## src/rtl/nabp_shift_sequencer_if.sv

```systemverilog
// rtl/nabp_shift_sequencer_if.sv - shift amount stream between sequencer and shifter datapath
interface nabp_shift_sequencer_if #(
  parameter int SHIFT_W = 12,
  parameter int LINE_W  = 10
);
  logic                shift_valid;
  logic                shift_ready;
  logic [SHIFT_W-1:0]  shift_value;
  logic [LINE_W-1:0]   shift_line;

  modport master (
    output shift_valid,
    input  shift_ready,
    output shift_value,
    output shift_line
  );

  modport slave (
    input  shift_valid,
    output shift_ready,
    input  shift_value,
    input  shift_line
  );
endinterface

```

## src/rtl/nabp_shift_sequencer.sv

```systemverilog
// rtl/nabp_shift_sequencer.sv - LUT-driven per-line shift amount sequencer
module nabp_shift_sequencer #(
  parameter int ANGLE_W     = 8,
  parameter int ACCU_INT_W  = 2,
  parameter int ACCU_FRAC_W = 14,
  parameter int LINE_W      = 10,
  parameter int SHIFT_W     = 12
) (
  input  logic                                clk,
  input  logic                                reset_n,
  input  logic                                start,
  input  logic [ANGLE_W-1:0]                  start_angle,
  input  logic [LINE_W-1:0]                   num_lines,
  output logic                                busy,
  output logic                                done,
  output logic                                err,
  output logic [ANGLE_W-1:0]                  lut_angle,
  input  logic signed [ACCU_INT_W+ACCU_FRAC_W-1:0] lut_accu_base,
  nabp_shift_sequencer_if.master              shift_if
);

  localparam int BASE_W    = ACCU_INT_W + ACCU_FRAC_W;
  localparam int ACC_W     = BASE_W + LINE_W;
  localparam int ACC_INT_W = ACC_W - ACCU_FRAC_W;

  typedef enum logic [2:0] {
    S_IDLE,
    S_REQ,
    S_CAP,
    S_EMIT,
    S_FIN
  } state_t;

  state_t                    state_q, state_d;
  logic [ANGLE_W-1:0]        lut_angle_q, lut_angle_d;
  logic [LINE_W-1:0]         count_q, count_d;
  logic [LINE_W-1:0]         line_q, line_d;
  logic signed [BASE_W-1:0]  base_q, base_d;
  logic signed [ACC_W-1:0]   accu_q, accu_d;
  logic                      err_q, err_d;
  logic signed [ACC_INT_W-1:0] accu_int;
  logic                      angle_bad;

  assign angle_bad = (32'(start_angle) >= 32'd180);

  // Dropping the fraction bits of a signed value is floor, not truncation toward zero.
  assign accu_int = accu_q[ACC_W-1:ACCU_FRAC_W];

  always_comb begin
    state_d     = state_q;
    lut_angle_d = lut_angle_q;
    count_d     = count_q;
    line_d      = line_q;
    base_d      = base_q;
    accu_d      = accu_q;
    err_d       = err_q;
    case (state_q)
      S_IDLE: begin
        if (start) begin
          if (angle_bad) begin
            err_d   = 1'b1;
            state_d = S_FIN;
          end else if (num_lines == '0) begin
            err_d   = 1'b0;
            state_d = S_FIN;
          end else begin
            err_d       = 1'b0;
            lut_angle_d = start_angle;
            count_d     = num_lines;
            state_d     = S_REQ;
          end
        end
      end
      S_REQ: state_d = S_CAP;
      S_CAP: begin
        base_d  = lut_accu_base;
        accu_d  = '0;
        line_d  = '0;
        state_d = S_EMIT;
      end
      S_EMIT: begin
        if (shift_if.shift_ready) begin
          if (line_q == count_q - LINE_W'(1)) begin
            state_d = S_FIN;
          end else begin
            line_d = line_q + LINE_W'(1);
            accu_d = accu_q + ACC_W'(base_q);
          end
        end
      end
      S_FIN:   state_d = S_IDLE;
      default: state_d = S_IDLE;
    endcase
  end

  always_ff @(posedge clk or negedge reset_n) begin
    if (!reset_n) begin
      state_q     <= S_IDLE;
      lut_angle_q <= '0;
      count_q     <= '0;
      line_q      <= '0;
      base_q      <= '0;
      accu_q      <= '0;
      err_q       <= 1'b0;
    end else begin
      state_q     <= state_d;
      lut_angle_q <= lut_angle_d;
      count_q     <= count_d;
      line_q      <= line_d;
      base_q      <= base_d;
      accu_q      <= accu_d;
      err_q       <= err_d;
    end
  end

  assign busy                 = (state_q != S_IDLE);
  assign done                 = (state_q == S_FIN);
  assign err                  = err_q;
  assign lut_angle            = lut_angle_q;
  assign shift_if.shift_valid = (state_q == S_EMIT);
  assign shift_if.shift_value = SHIFT_W'(accu_int);
  assign shift_if.shift_line  = line_q;

endmodule

```

## src/flat_wrapper.sv

```systemverilog
// flat-port wrapper written by rule: the top's interface ports become plain ports
module nabp_shift_sequencer_flat 
#(
  parameter int ANGLE_W     = 8,
  parameter int ACCU_INT_W  = 2,
  parameter int ACCU_FRAC_W = 14,
  parameter int LINE_W      = 10,
  parameter int SHIFT_W     = 12
)
  (clk, reset_n, start, start_angle, num_lines, busy, done, err, lut_angle, lut_accu_base, shift_if_shift_valid, shift_if_shift_ready, shift_if_shift_value, shift_if_shift_line);
  nabp_shift_sequencer_if #(.SHIFT_W(SHIFT_W), .LINE_W(LINE_W)) shift_if_i ();
  input  logic clk;
  input  logic reset_n;
  input  logic start;
  input  logic [ANGLE_W-1:0] start_angle;
  input  logic [LINE_W-1:0] num_lines;
  output logic busy;
  output logic done;
  output logic err;
  output logic [ANGLE_W-1:0] lut_angle;
  input  logic signed [ACCU_INT_W+ACCU_FRAC_W-1:0] lut_accu_base;
  output wire logic [$bits(shift_if_i.shift_valid)-1:0] shift_if_shift_valid;
  input wire logic [$bits(shift_if_i.shift_ready)-1:0] shift_if_shift_ready;
  output wire logic [$bits(shift_if_i.shift_value)-1:0] shift_if_shift_value;
  output wire logic [$bits(shift_if_i.shift_line)-1:0] shift_if_shift_line;
  assign shift_if_shift_valid = shift_if_i.shift_valid;
  assign shift_if_i.shift_ready = shift_if_shift_ready;
  assign shift_if_shift_value = shift_if_i.shift_value;
  assign shift_if_shift_line = shift_if_i.shift_line;
  nabp_shift_sequencer #(.ANGLE_W(ANGLE_W), .ACCU_INT_W(ACCU_INT_W), .ACCU_FRAC_W(ACCU_FRAC_W), .LINE_W(LINE_W), .SHIFT_W(SHIFT_W)) u_core (.clk(clk), .reset_n(reset_n), .start(start), .start_angle(start_angle), .num_lines(num_lines), .busy(busy), .done(done), .err(err), .lut_angle(lut_angle), .lut_accu_base(lut_accu_base), .shift_if(shift_if_i));
endmodule
```

## config.mk

```make
export PLATFORM = sky130hd
export DESIGN_NAME = nabp_shift_sequencer_flat
export DESIGN_NICKNAME = d
export VERILOG_FILES = /design/src/rtl/nabp_shift_sequencer_if.sv /design/src/rtl/nabp_shift_sequencer.sv /design/src/flat_wrapper.sv
export SDC_FILE = /design/constraint.sdc
export NUM_CORES = 1
export LEC_CHECK = 0
export BUFFER_PORTS_ARGS = -buffer_cell sky130_fd_sc_hd__buf_2
export CORE_MARGIN = 2
export CORE_UTILIZATION = 40
export DETAILED_ROUTE_END_ITERATION = 8
export GPL_ROUTABILITY_DRIVEN = 0
export HOLD_SLACK_MARGIN = 0.15
export PLACE_DENSITY = 0.68
export SLEW_MARGIN = 30
export SYNTH_ARGS = -nofsm -noshare
export SYNTH_HDL_FRONTEND = slang
export SYNTH_SLANG_ARGS = --single-unit
```

## constraint.sdc

```tcl
create_clock -name clk -period 3.91 [get_ports clk]
set_input_delay 0.391 -clock clk [delete_from_list [all_inputs] [get_ports clk]]
set_output_delay 0.391 -clock clk [all_outputs]
set_load 0.01 [all_outputs]
```

After elaboration in Yosys (flattened, before gate mapping)
Cells that the tools add are included.

Bits of input ports: 38. Flip-flop bits (word level): 74. ROM bits: 0. Latch bits: 0. Word-level logic and storage cells: 43. Bits in writable memories: 0. Memories: 0. Output and inout bits: 34.

Bitwise logic cells: 2. Divide/modulo/power cells: 0. Reduce and logical (&&, ||, !) cells: 8. $add $sub $neg: 3. Equal/unequal tests: 9. $mul: 0. Shifts and indexed selects: 0. Magnitude comparators: 1. Mux-type cells: 13.

Operators by type and width (count): two-way mux 26 bit (2); case mux 26 bit (2 select lines) (1); adder 26 x 16 -> 26 bit (1); two-way mux 10 bit (2); case mux 10 bit (2 select lines) (1); two-way mux 3 bit (5); case mux 3 bit (4 select lines) (1); adder 10 x 1 -> 10 bit (second input constant) (1); equality test 10 bit (1); logical NOT 10 bit (1); subtractor 10 x 1 -> 10 bit (second input constant) (1); greater-or-equal comparator 8 bit (second input constant) (1); equality test 3 x 2 -> 1 bit (second input constant) (2); AND reduction 3 bit (2); != test 2 x 1 -> 1 bit (second input constant) (2); != test 2 bit (second input constant) (2); AND reduction 4 bit (1); equality test 3 x 1 -> 1 bit (second input constant) (1); equality test 3 bit (second input constant) (1); logical NOT 3 bit (1); nonzero test 3 bit (1); NOT 1 bit (2); AND reduction 2 bit (1); nonzero test 2 bit (1); two-way mux 1 bit (1).

Logic depth before layout (Yosys ltp)
Word-level depth: 5. Depth in mapped cells: 12. Mapped depth without buffers: 11.

Least setup slack after synthesis
No wires, ideal clock.

Path type: reg-to-reg. Start: register u_core.base_q[15]. End: register u_core.accu_q[25]. Data required time: 3.828 ns. Library setup time: 0.082 ns. Path buffers: 1. Slack: 1.374 ns. Data arrival time: 2.454 ns. Period minus slack after synthesis: 2.536 ns. Stages on the path, launching flop included: 11. Path through: dfrtp_1 ha_1 clkbuf_1 a21oi_1 o211ai_1 a2111oi_0 o221ai_1 a311oi_1 xor2_1 a21oi_1 o22ai_1.

Word-level cells in the longest chain between the ends: 4.

RTL lines: start, declared (line nabp_shift_sequencer.sv:38) `logic signed [BASE_W-1:0] base_q, base_d;`; start signal, assigned (line nabp_shift_sequencer.sv:110) `base_q <= base_d;`; adder 26 x 16 -> 26 bit (line nabp_shift_sequencer.sv:87) `accu_d = accu_q + ACC_W'(base_q);`; two-way mux 26 bit (line nabp_shift_sequencer.sv:83) `if (line_q == count_q - LINE_W'(1)) begin`; two-way mux 26 bit (line nabp_shift_sequencer.sv:82) `if (shift_if.shift_ready) begin`; case mux 26 bit (2 select lines) (line nabp_shift_sequencer.sv:57) `case (state_q)`; end signal, assigned (line nabp_shift_sequencer.sv:111) `accu_q <= accu_d;`; end, declared (line nabp_shift_sequencer.sv:39) `logic signed [ACC_W-1:0] accu_q, accu_d;`.

No other way between the ends. The select of a mux whose other input is x is not followed. A chain may end at the register's enable or synchronous reset.

Worst setup path after layout
Ends and elaborated chain as after synthesis.

==> results.py <==
metrics = {
    "layout": {
        "n_fill_cell": 1082,
        "drive_above_1_share": 0.2405,
        "syn_to_final_growth_pct": 14.65,
        "multi_input_comb_area_um2": 2600,
        "post-route-util": 0.4712,
        "fin_nets": 614,
        "area.sequential_um2": 1852,
        "diodes": 0,
    },
    "setup_path": {
        "setup.worst_path.start": "u_core.base_q[15]",
        "max_stage_delay_ns": 0.62,
        "arrival_ns": 3.19,
        "crit_buf_inv": 0,
        "crit_chain": "ha_1 -> a21oi_1 -> o211ai_1 -> a2111oi_0 -> o221ai_1 -> a311oi_1 -> xor2_1 -> a21oi_1 -> o22ai_1",
        "critPathTopFamily": "compound AO/OA/AOI/OAI gates",
        "startpoint_type": "flop",
        "crit_slowest_cell": "dfrtp_1",
        "crit_path_frequent_cell": "a21oi_1",
        "path_depth": 9,
        "reg2reg_to": "u_core.accu_q[25]",
        "crit_end": "u_core.accu_q[25]",
        "worstPathRequired_ns": 4.17,
        "rr_startpoint": "u_core.base_q[15]",
        "setup.worst_path.class": "flop to flop",
        "cp_max_fo": 12,
        "end_kind": "flop",
        "reg2regPathDepth": 9,
        "rrSetupSlack_ns": 0.98,
    },
    "routing": {
        "wl_per_cell_um": 15.15,
        "wl_mm": 10.54,
        "drtIter0Drc": 190,
        "wl_met1_mm": 4.864,
        "dr_wl_met3_um": 422,
        "top_layer": "met4",
        "drc": 0,
        "viasPerCell": 5.527,
        "dr.pass1.iters": 4,
        "routed-wl-met2_mm": 5.051,
        "ant_nets": 0,
        "vias": 3847,
    },
    "sta": {
        "fin_ws_ns": 0.9766,
        "post-route-period-util": 0.7502,
        "finalHoldViolCount": 0,
        "worst_pin_slew_ns": 0.9325,
        "setup_viol": 0,
        "fin_setup_tns_ns": 0,
        "rsz0062_at_grt": "false",
        "min_period_ns": 2.933,
        "fmax_mhz": 340.9,
        "skew_ns": 0.009287,
        "slew_violations": 0,
        "slew_headroom": 0.3783,
        "holdWs_ns": 0.2573,
    },
    "cts": {
        "clockBufferDepth": 2,
        "cts.sinks": 74,
        "path_clk_slew_ns": 0.06,
        "clk_latency_ns": 0.34,
        "clockRootBuffer": "clkbuf_16",
        "htreeDepth": 3,
        "postCtsSetupBuffers": 0,
        "cts_tree": "done",
        "cts_buffers": 9,
    },
    "logic_synthesis": {
        "ys_async_sr_fraction": 1.000,
        "netlist_instances": 493,
        "seq_area_frac_synth": 0.3929,
        "syn_area_um2": 4713,
        "syn_nets": 559,
        "netlist-cell-type-count": 59,
        "synth_warnings": 0,
        "ys.flop_type": "dfrtp_1",
        "yosys_register_bits": 74,
        "synth.avg_cell_area_um2": 9.560,
        "synth_edf_count": 0,
    },
    "floorplanning": {
        "die-width_um": 112.6,
        "floorplan.rows": 39,
        "die_h_um": 112.6,
        "core-area_um2": 11470,
        "initial_utilization": 0.4110,
        "dieArea_um2": 12670,
        "ios": 72,
    },
    "pwr": {
        "power_density_nw_per_um2": 885.5,
        "finalPower_mw": 4.785,
        "p_leak_nw": 2.488,
        "vdd_drop_max_uv": 431.8,
    },
    "status": {
        "outcome": "finished clean",
    },
    "grt": {
        "grt_first_pass_wirelength_mm": 18.00,
        "grt_pass1_vias": 3821,
        "grt_util_all_layers": 0.1737,
        "overflow": 0,
        "grt_antenna_before_repair": 0,
        "grt_max_degree": 75,
    },
    "worst_hold_path": {
        "hp-class": "input port to flop",
        "hold_depth": 3,
    },
    "placed_design": {
        "io_buffers": 71,
        "pre_cts_slack_ns": 0.9937,
        "dp_hpwl_mm": 7.824,
    },
    "flow_run": {
        "max_cap_violations": 0,
    },
}
-- sequential cells by signal (all words and copies together) (netlist names) --
register / count
u_core.count_q: 10
u_core.shift_if.shift_line: 10
u_core.lut_angle: 8
u_core.base_q: 16
u_core.err: 1
u_core.accu_q: 26
u_core.state_q: 3
-- area by class of cell --
| class | instances | area share |
|---|---|---|
| multi-input cells | 370 | 0.4811 |
| flip-flops and latches | 74 | 0.3427 |
| repair buffers | 75 | 0.07293 |
| clock buffers | 10 | 0.04422 |
| well taps | 143 | 0.03311 |
| clock inverters | 6 | 0.01343 |
| inverters | 18 | 0.01250 |
-- how the worst min path moves through the flow --
stage | from | to | slack (ns)
finish | lut_accu_base[1] | u_core.base_q[1] | 0.26
global route | start_angle[0] | u_core.lut_angle[0] | 0.27
CTS | reset_n | u_core.shift_if.shift_line[4] | 0.22
detailed placement | u_core.lut_angle[1] | u_core.lut_angle[1] | 0.49
global placement | u_core.accu_q[11] | u_core.accu_q[11] | 0.47
floorplan | reset_n | u_core.accu_q[0] | 0.1
-- worst register-to-register path: cells and delay by family, from the launching register on --
kind | cells | cell delay (ns)
compound gates | 7 | 1.59
xor+xnor | 1 | 0.21
fa+ha+maj | 1 | 0.41
flops | 1 | 0.62
-- per-layer routing --
layer  global-route usage  vias to the layer above
li1                     -                     1881
met1               0.2226                     1871
met2               0.2830                       81
met3              0.03780                       14
met4              0.07561                        0
met5                    0                        -
-- Yosys cell counts, drive strengths merged (5+ instances only) --
master	count	area, um2
nor3	11	55.05
dfrtp	74	1852
clkbuf	14	53.80
nand2	50	190.2
a32o	5	50.05
nor2	29	108.9
inv	18	67.56
nand4	7	43.79
nor4	7	65.06
xor2	16	140.1
xnor2	22	192.7
o21ai	40	200.2
o21a	7	52.55
nor2b	5	31.28
buf	17	140.1
a21oi	32	160.2
mux2	34	382.9
ha	27	337.8
nand3	14	70.07
a21o	6	45.04
-- kinds of logic after synthesis --
kind of cell,Yosys count,synth area share
and+or+nand+nor,141,0.1465
AOI/OAI and AO/OA,129,0.1773
DFF,74,0.3929
buffers and inverters,49,0.05548
xor gates and xnor gates,38,0.07061
muxes,34,0.08123
adders and majority gates,28,0.07592
-- per-stage QoR --
stage                     std cells  instance area, um2
after floorplan                 493                4713
after global placement          679                5079
after detailed placement        679                5079
after CTS                       695                5390
after global routing            696                5404
final                           696                5404
-- placed cells by master (no fill, tap or decap), types with 5 or more instances in the layout --
cell type,count
inv_1,17
nor3_1,11
o21ai_1,11
nor2b_1,5
clkbuf_16,9
dfrtp_1,74
nand4_1,7
a21oi_1,32
o21a_1,7
mux2_2,34
nor4_1,5
nor2_1,29
nand3_1,14
xnor2_1,22
xor2_1,16
a21o_1,6
buf_2,70
a32o_1,5
nand2_1,49
o21ai_0,29
ha_1,27
-- timing repair --
action                                 4_1_cts  5_1_grt
endpoints found under the hold margin        0       57
hold buffers                                 0        1
resized for setup                            0        0
-- power by group --
group / internal (mW) / switching (mW)
logic: 1.13 / 1.41
clock network: 0.518 / 0.339
registers: 1.09 / 0.303
Power figures use the tool's default switching activity.
